[config.mk]
export PLATFORM = sky130hd
export DESIGN_NAME = func_sweep_ctrl_flat
export DESIGN_NICKNAME = d
export VERILOG_FILES = /design/src/rtl/func_sweep_ctrl_if.sv /design/src/rtl/func_sweep_ctrl.sv /design/src/flat_wrapper.sv
export SDC_FILE = /design/constraint.sdc
export NUM_CORES = 1
export LEC_CHECK = 0
export ABC_AREA = 0
export CAP_MARGIN = 5
export CORE_ASPECT_RATIO = 1.5
export CORE_MARGIN = 3
export CORE_UTILIZATION = 52
export DETAILED_ROUTE_END_ITERATION = 16
export GPL_TIMING_DRIVEN = 0
export PLACE_DENSITY = 0.85
export SETUP_SLACK_MARGIN = 0.5
export SYNTH_ARGS = -nofsm -noshare
export SYNTH_HDL_FRONTEND = slang
export SYNTH_SLANG_ARGS = --single-unit
[constraint.sdc]
create_clock -name emu_clk -period 13.35 [get_ports emu_clk]
set_input_delay 2.67 -clock emu_clk [delete_from_list [all_inputs] [get_ports emu_clk]]
set_output_delay 2.67 -clock emu_clk [all_outputs]
set_load 0.02 [all_outputs]
[src/rtl/func_sweep_ctrl_if.sv]
// Result channel of the sweep controller: one valid/ready word carrying
// the stimulus value, the captured response and the sample index.
interface func_sweep_ctrl_if #(
    parameter int WIDTH = 24,
    parameter int CNT_W = 16
);
    logic                    res_valid;
    logic                    res_ready;
    logic signed [WIDTH-1:0] res_in;
    logic signed [WIDTH-1:0] res_out;
    logic [CNT_W-1:0]        res_idx;

    modport master (
        output res_valid,
        input  res_ready,
        output res_in,
        output res_out,
        output res_idx
    );

    modport slave (
        input  res_valid,
        output res_ready,
        input  res_in,
        input  res_out,
        input  res_idx
    );
endinterface

[src/rtl/func_sweep_ctrl.sv]
// Function sweep controller: steps a signed stimulus from start_val to
// stop_val, waits a settle time for the datapath, captures its response
// and offers each (stimulus, response, index) word on a valid/ready channel.
module func_sweep_ctrl #(
    parameter int WIDTH = 24,
    parameter int CNT_W = 16
) (
    input  logic                    emu_clk,
    input  logic                    emu_rst,
    input  logic                    start,
    input  logic                    abort,
    input  logic signed [WIDTH-1:0] start_val,
    input  logic signed [WIDTH-1:0] stop_val,
    input  logic signed [WIDTH-1:0] step_val,
    input  logic [CNT_W-1:0]        settle,
    output logic signed [WIDTH-1:0] in_,
    input  logic signed [WIDTH-1:0] out,
    output logic                    busy,
    output logic                    done,
    output logic [CNT_W-1:0]        n_samp,
    func_sweep_ctrl_if.master       res
);

    typedef enum logic [1:0] {IDLE, SETTLE, OFFER, DONE} state_t;

    state_t                  state_q, state_d;
    logic signed [WIDTH-1:0] in_q, in_d;
    logic [CNT_W-1:0]        cnt_q, cnt_d;
    logic [CNT_W-1:0]        idx_q, idx_d;
    logic                    res_valid_q, res_valid_d;
    logic signed [WIDTH-1:0] res_in_q, res_in_d;
    logic signed [WIDTH-1:0] res_out_q, res_out_d;
    logic [CNT_W-1:0]        res_idx_q, res_idx_d;
    logic [CNT_W-1:0]        n_samp_q, n_samp_d;

    // One extra bit so in_ + step_val cannot wrap before the stop compare.
    logic signed [WIDTH:0]   next_w;
    logic signed [WIDTH:0]   stop_w;
    logic                    hshake;

    assign next_w = $signed({in_q[WIDTH-1], in_q}) + $signed({step_val[WIDTH-1], step_val});
    assign stop_w = $signed({stop_val[WIDTH-1], stop_val});
    assign hshake = res_valid_q && res.res_ready;

    // Next-state and datapath update; abort overrides every other action.
    always_comb begin
        state_d     = state_q;
        in_d        = in_q;
        cnt_d       = cnt_q;
        idx_d       = idx_q;
        res_valid_d = res_valid_q;
        res_in_d    = res_in_q;
        res_out_d   = res_out_q;
        res_idx_d   = res_idx_q;
        n_samp_d    = n_samp_q;
        if (abort) begin
            state_d     = IDLE;
            res_valid_d = 1'b0;
        end else begin
            case (state_q)
                IDLE: begin
                    if (start) begin
                        idx_d = '0;
                        if (start_val <= stop_val) begin
                            in_d    = start_val;
                            cnt_d   = settle;
                            state_d = SETTLE;
                        end else begin
                            state_d = DONE;
                        end
                    end
                end
                SETTLE: begin
                    if (cnt_q == '0) begin
                        res_out_d   = out;
                        res_in_d    = in_q;
                        res_idx_d   = idx_q;
                        res_valid_d = 1'b1;
                        state_d     = OFFER;
                    end else begin
                        cnt_d = cnt_q - 1'b1;
                    end
                end
                OFFER: begin
                    if (hshake) begin
                        res_valid_d = 1'b0;
                        idx_d       = idx_q + 1'b1;
                        if (next_w > stop_w || idx_q == '1) begin
                            state_d = DONE;
                        end else begin
                            in_d    = next_w[WIDTH-1:0];
                            cnt_d   = settle;
                            state_d = SETTLE;
                        end
                    end
                end
                DONE: begin
                    n_samp_d = idx_q;
                    state_d  = IDLE;
                end
                default: state_d = IDLE;
            endcase
        end
    end

    // State and datapath registers with asynchronous clear.
    always_ff @(posedge emu_clk or posedge emu_rst) begin
        if (emu_rst) begin
            state_q     <= IDLE;
            in_q        <= '0;
            cnt_q       <= '0;
            idx_q       <= '0;
            res_valid_q <= 1'b0;
            res_in_q    <= '0;
            res_out_q   <= '0;
            res_idx_q   <= '0;
            n_samp_q    <= '0;
        end else begin
            state_q     <= state_d;
            in_q        <= in_d;
            cnt_q       <= cnt_d;
            idx_q       <= idx_d;
            res_valid_q <= res_valid_d;
            res_in_q    <= res_in_d;
            res_out_q   <= res_out_d;
            res_idx_q   <= res_idx_d;
            n_samp_q    <= n_samp_d;
        end
    end

    assign in_           = in_q;
    assign busy          = (state_q == SETTLE) || (state_q == OFFER);
    assign done          = (state_q == DONE);
    assign n_samp        = n_samp_q;
    assign res.res_valid = res_valid_q;
    assign res.res_in    = res_in_q;
    assign res.res_out   = res_out_q;
    assign res.res_idx   = res_idx_q;

endmodule
[src/flat_wrapper.sv]
// flat-port wrapper written by rule: the top's interface ports become plain ports
module func_sweep_ctrl_flat 
#(
    parameter int WIDTH = 24,
    parameter int CNT_W = 16
)
  (emu_clk, emu_rst, start, abort, start_val, stop_val, step_val, settle, in_, out, busy, done, n_samp, res_res_valid, res_res_ready, res_res_in, res_res_out, res_res_idx);
  func_sweep_ctrl_if #(.WIDTH(WIDTH), .CNT_W(CNT_W)) res_i ();
  input  logic emu_clk;
  input  logic emu_rst;
  input  logic start;
  input  logic abort;
  input  logic signed [WIDTH-1:0] start_val;
  input  logic signed [WIDTH-1:0] stop_val;
  input  logic signed [WIDTH-1:0] step_val;
  input  logic [CNT_W-1:0] settle;
  output logic signed [WIDTH-1:0] in_;
  input  logic signed [WIDTH-1:0] out;
  output logic busy;
  output logic done;
  output logic [CNT_W-1:0] n_samp;
  output wire logic [$bits(res_i.res_valid)-1:0] res_res_valid;
  input wire logic [$bits(res_i.res_ready)-1:0] res_res_ready;
  output wire logic [$bits(res_i.res_in)-1:0] res_res_in;
  output wire logic [$bits(res_i.res_out)-1:0] res_res_out;
  output wire logic [$bits(res_i.res_idx)-1:0] res_res_idx;
  assign res_res_valid = res_i.res_valid;
  assign res_i.res_ready = res_res_ready;
  assign res_res_in = res_i.res_in;
  assign res_res_out = res_i.res_out;
  assign res_res_idx = res_i.res_idx;
  func_sweep_ctrl #(.WIDTH(WIDTH), .CNT_W(CNT_W)) u_core (.emu_clk(emu_clk), .emu_rst(emu_rst), .start(start), .abort(abort), .start_val(start_val), .stop_val(stop_val), .step_val(step_val), .settle(settle), .in_(in_), .out(out), .busy(busy), .done(done), .n_samp(n_samp), .res(res_i));
endmodule
### Word level (Yosys, flattened, before mapping)

Index checks and enable logic that the tools add are counted.

* register bits after elaboration: 139
* input port bits: 117
* output and inout port bits: 107
* word-level logic and storage cells: 67

* add/sub/neg operators: 3
* order comparisons: 2
* equality and inequality tests: 12
* muxes and demuxes: 25
* bitwise operators: 1
* reduce and logical (&&, ||, !) cells: 15

Operator list (count)
* $mux W16: 7
* $mux W24: 4
* $pmux W16 S3: 1
* $pmux W24 S2: 1
* $pmux W16 S2: 1
* $add A24 B24 Y25: 1
* $gt A25 B24 Y1: 1
* $le A24 B24 Y1: 1
* $add A16 B1 Y16 const B: 1
* $eq A16 B16 Y1 const B: 1
* $logic_not A16 Y1: 1
* $sub A16 B1 Y16 const B: 1
* $mux W2: 6
* $reduce_and A3 Y1: 3
* $pmux W2 S4: 1
* $reduce_and A7 Y1: 1
* $ne A2 B2 Y1 const B: 3
* $ne A3 B2 Y1 const B: 2
* $reduce_and A6 Y1: 1
* $reduce_bool A3 Y1: 2
* $eq A2 B2 Y1 const B: 2
* $ne A2 B1 Y1 const B: 2
* $reduce_and A4 Y1: 1
* $mux W1: 3
* other kinds (9): 10

### Depth between registers and ports, before layout

* word-level depth: 7
* gate-level depth with buffers: 22

### Worst setup path after synthesis

No wires, ideal clock.

* path type: input port to flip-flop
* start point: input step_val[1]
* end point: register u_core.in_q[3] (netlist: u_core.in_[3])
* library setup time: 0.127 ns
* data arrival time: 6.914 ns
* data required time: 13.223 ns
* setup slack: 6.309 ns
* stages: 18
* buffers on the path: 2
* path through: ha_1 -> a211o_1 -> a2111o_1 -> a2111oi_0 -> o21ai_0 -> a21boi_0 -> xnor2_1 -> ha_1 -> nand4_1 -> or4_1 -> nor3_1 -> o31a_1 -> o41ai_2 -> a311oi_4 -> and2_1 -> buf_4 -> buf_6 -> mux2_1

* cells in the longest elaborated chain, start to end: 5

Ends and longest elaborated chain
* start, declared: line flat_wrapper.sv:15 `input logic signed [WIDTH-1:0] step_val;`
* $add A24 B24 Y25 (*): line func_sweep_ctrl.sv:41 `assign next_w = $signed({in_q[WIDTH-1], in_q}) + $signed({step_val[WIDTH-1], step_val});`
* $gt A25 B24 Y1: line func_sweep_ctrl.sv:88 `if (next_w > stop_w || idx_q == '1) begin`
* $logic_or A1 B1 Y1: line func_sweep_ctrl.sv:88
* $ne A2 B2 Y1 (no line)
* $reduce_and A6 Y1 (no line)
* end signal, assigned: line func_sweep_ctrl.sv:120 `in_q <= in_d;`
* end, declared: line func_sweep_ctrl.sv:27 `logic signed [WIDTH-1:0] in_q, in_d;`

Mark *: on every way between the ends. The rest lies on a longest branch, timed or not. The select of a mux whose other input is x is not followed.
A chain may end at the register's enable or synchronous reset.

### Worst setup path in the final report

Same ends and word-level chain as after synthesis.

==> impl_results.md <==
* Clock power frac at 0.213
* Final setup violation count at 0
* Hold WC Path Type: flip-flop to flip-flop
* CP Capture Type: flip-flop
* CTS tree: done
* Final WS setup at 5.07 ns
* Net Sw Power at between 0.9 and 1 mW
* Num Clock Sinks at between 100 and 150
* Leakage at between 5 and 6 nW
* Final Hold Fails at 0
* Total CTS buffers at 17
* Post-synthesis compound-gate area fraction at 0.156
* Post-synth cell types at 64
* ANT nets after route at 0
* Avg Inst Size Synth at ~10 um^2
* RSZ-0062 raised after global routing: false
* FF+latch count, synth at between 100 and 150
* Max Fclk at roughly 120 MHz
* I/O pins at approximately 220
* P_int at between 1 and 1.5 mW
* Share of post-route cells with drive strength above 1 at 0.126
* Max Cap Viol at 0
* Total power at between 2 and 2.5 mW
* GP Congestion at 0.935
* Largest family of logic cells by synthesized area: compound AO/OA/AOI/OAI gates
* Top-count cell post-synth: dfrtp_1
* Share of the synthesized area in the top cell type at 0.406
* Tmin final at 8.28 ns
* Hold_sp: u_core.n_samp[5]$_DFFE_PP0P_
* Worst skew pair latency at 0.42 ns
* VDD IR-drop max at ~0.11 mV
* End of the critical path: u_core.in_[3]$_DFFE_PP0P_
* Synth Flop Type: dfrtp_1
* Total gr overflow at 0
* Drt drc at 0
* Pwr per Cell Area at 185 mW/mm^2
* Leading area contributor after synthesis: dfrtp_1
* Final Slew Violations at 0
* Via count at 7651
* Core outline area at 0.0159 mm^2
* Adder-Cell Fraction of Synth Area at 0.118
* H-tree Lvls at 4
* Post-Synthesis Net Count at 1042
* TNS Setup at 0 ns
* Critical path type: input port to flip-flop
* DR pass1 iterations at 5
* R2R Path Start: u_core.in_[1]$_DFFE_PP0P_
* CTS root buf: clkbuf_16
* Max-slew headroom at 0.136
* Status: completed
* Synth area leaders: dfrtp_1 41%, ha_1 12%, mux2_2 11%
* Final Cycle Share at 0.620
* R2R depth at 18
* Cell count after synthesis at roughly 850
* Initial Util at 0.539
* Reg2reg setup slack at 7.36 ns
* Final HPWL DP at 19100 um
* Routed wire per std cell at 19.2 um
* Die height at about 160 um
* Vias in the first global route at 8035
* Worst R2R End: u_core.in_[3]$_DFFE_PP0P_
* Via density per instance at 5.86
* Req. time, crit path at between 10 and 15 ns
* First-pass GRT wire length at 40000 um
* Cts hold-fix bufs at 0
* Switching fraction of total power at 0.436
* Area grow syn2layout at 35.9%
* CP Data Arrival Time at 8.58 ns
* Yosys warning count at 0
* Post-CTS Setup Bufs at 0
* EDFF count, synth at 0
* XOR/XNOR share of the synthesized area at 0.0255
* Mux contribution to synthesized area at 0.141
* Pin count of the biggest net entering global routing at 74
* Startpoint types: input port
* Share of the yosys chip area belonging to registers at 0.406
* Comb power frac at 0.515
* Mapped Area at 0.00858 mm^2
* Commonest cells post-synth: 139 x dfrtp_1, 87 x mux2_2, 85 x a21oi_1
* Die X-Extent at 111 um
* Layout net count at about 1300
* FP Rows at 56
* Worst Setup SP: step_val[1]
* CTS clk-pin slew, worst paths at 0.07 ns
* Hold Path Stages at 2
* Async S/R FF share, synth at 1.00
* Worst-margin pin slew at ~1.3 ns
* Tot GR Track Use at 0.275
* DRT iter0 DRCs at 431
* CP max FO at 10
* CTS Buffer Depth at 2
* Initial antenna violation count at 0
* IO Port Bufs at 223
* DIE AREA at 0.0181 mm^2
* Reg power frac at 0.272
* Total Wirelength at 25100 um
* Synth Area in Simple Gates at 0.114
* Post-CTS sizing at 0
* Final clock skew at about 0.014 ns
* Setup Slack @ Placement at about 4.8 ns
[power by group through the flow]
stage | registers (mW) | clock network (mW) | logic (mW)
floorplan | 0.618 | 0 | 0.703
global placement | 0.588 | 0 | 1.06
detailed placement | 0.590 | 0 | 1.09
CTS | 0.584 | 0.464 | 1.10
global route | 0.598 | 0.481 | 1.22
finish | 0.586 | 0.458 | 1.11
[placed cells by master (no fill, tap or decap), drive strengths merged, types with 7 or more instances in the layout]
cell / count
a21o: 14
a21oi: 85
a31oi: 18
buf: 15
clkbuf: 37
clkdlybuf4s50: 223
dfrtp: 139
ha: 79
inv: 57
mux2: 88
mux2i: 22
nand2: 51
nand2b: 10
nand3: 25
nand4: 20
nor2: 30
nor2b: 7
nor3: 17
o21ai: 43
xnor2: 15
xor2: 10
[logic make-up (layout without fill, tap and decap cells)]
| group | after synthesis | in the layout |
|---|---|---|
| muxes | 110 | 110 |
| and+or+nand+nor | 194 | 194 |
| other | 0 | 1 |
| buffers and inverters | 83 | 339 |
| adders and majority gates | 80 | 80 |
| AOI/OAI and AO/OA | 214 | 214 |
| xor gates and xnor gates | 25 | 25 |
| DFF | 139 | 139 |
[metrics by stage]
stage / std cells / util / instance area, um^2 / hold slack, ns
5_1_grt: 1304 / 0.732 / 11600 / 0.518
6_report: 1305 / 0.733 / 11700 / 0.488
3_5_place_dp: 1272 / 0.698 / 11100 / 0.480
2_1_floorplan: 845 / - / 8580 / 0.457
3_3_place_gp: 1271 / 0.696 / 11100 / 0.470
4_1_cts: 1304 / 0.732 / 11600 / 0.496
[sequential cells by signal, indices dropped and copies added (netlist names)]
signal	count
u_core.res.res_idx	16
u_core.idx_q	16
u_core.res.res_in	24
u_core.cnt_q	16
u_core.res.res_out	24
u_core.res.res_valid	1
u_core.state_q	2
u_core.n_samp	16
u_core.in_	24
[worst min path at each step]
stage	endpoint	slack, ns
finish	u_core.n_samp[5]$_DFFE_PP0P_	0.49
global route	u_core.res.res_idx[14]$_DFFE_PP0P_	0.52
CTS	u_core.n_samp[8]$_DFFE_PP0P_	0.50
detailed placement	u_core.n_samp[5]$_DFFE_PP0P_	0.48
global placement	u_core.n_samp[5]$_DFFE_PP0P_	0.47
floorplan	u_core.cnt_q[8]$_DFFE_PP0P_	0.46
[worst max-delay path, cell delays in order]
cell             delay [ns]
clkdlybuf4s50_1        0.46
ha_1                   0.34
a211o_1                0.30
a2111o_1               0.44
a2111oi_0              0.79
o21ai_0                0.30
a21boi_0               0.41
xnor2_1                0.15
ha_1                   0.32
nand4_1                0.11
or4_1                  0.43
nor3_1                 0.19
o31a_1                 0.19
o41ai_2                0.11
a311oi_4               0.44
and2_1                 0.21
buf_4                  0.19
buf_6                  0.19
mux2_1                 0.33
[layer usage]
| metal | up-vias | GRT usage | share of wire |
|---|---|---|---|
| li1 | 3608 | - | - |
| met2 | 307 | 0.510 | 0.53 |
| met3 | 71 | 0.0411 | 0.052 |
| met1 | 3665 | 0.311 | 0.38 |
| met5 | - | 0 | 0 |
| met4 | 0 | 0.124 | 0.036 |
[cell type report]
cell class,instances,area (um^2)
clock inverter,14,125
timing repair buffer,224,2260
tap,203,254
inverter,50,193
clock buffer,18,429
buffer,33,153
fill,1160,4250
sequential,139,3480
multi-input combinational,623,4760
antenna,1,2.50
No activity file was read; power rests on OpenSTA's default activity.
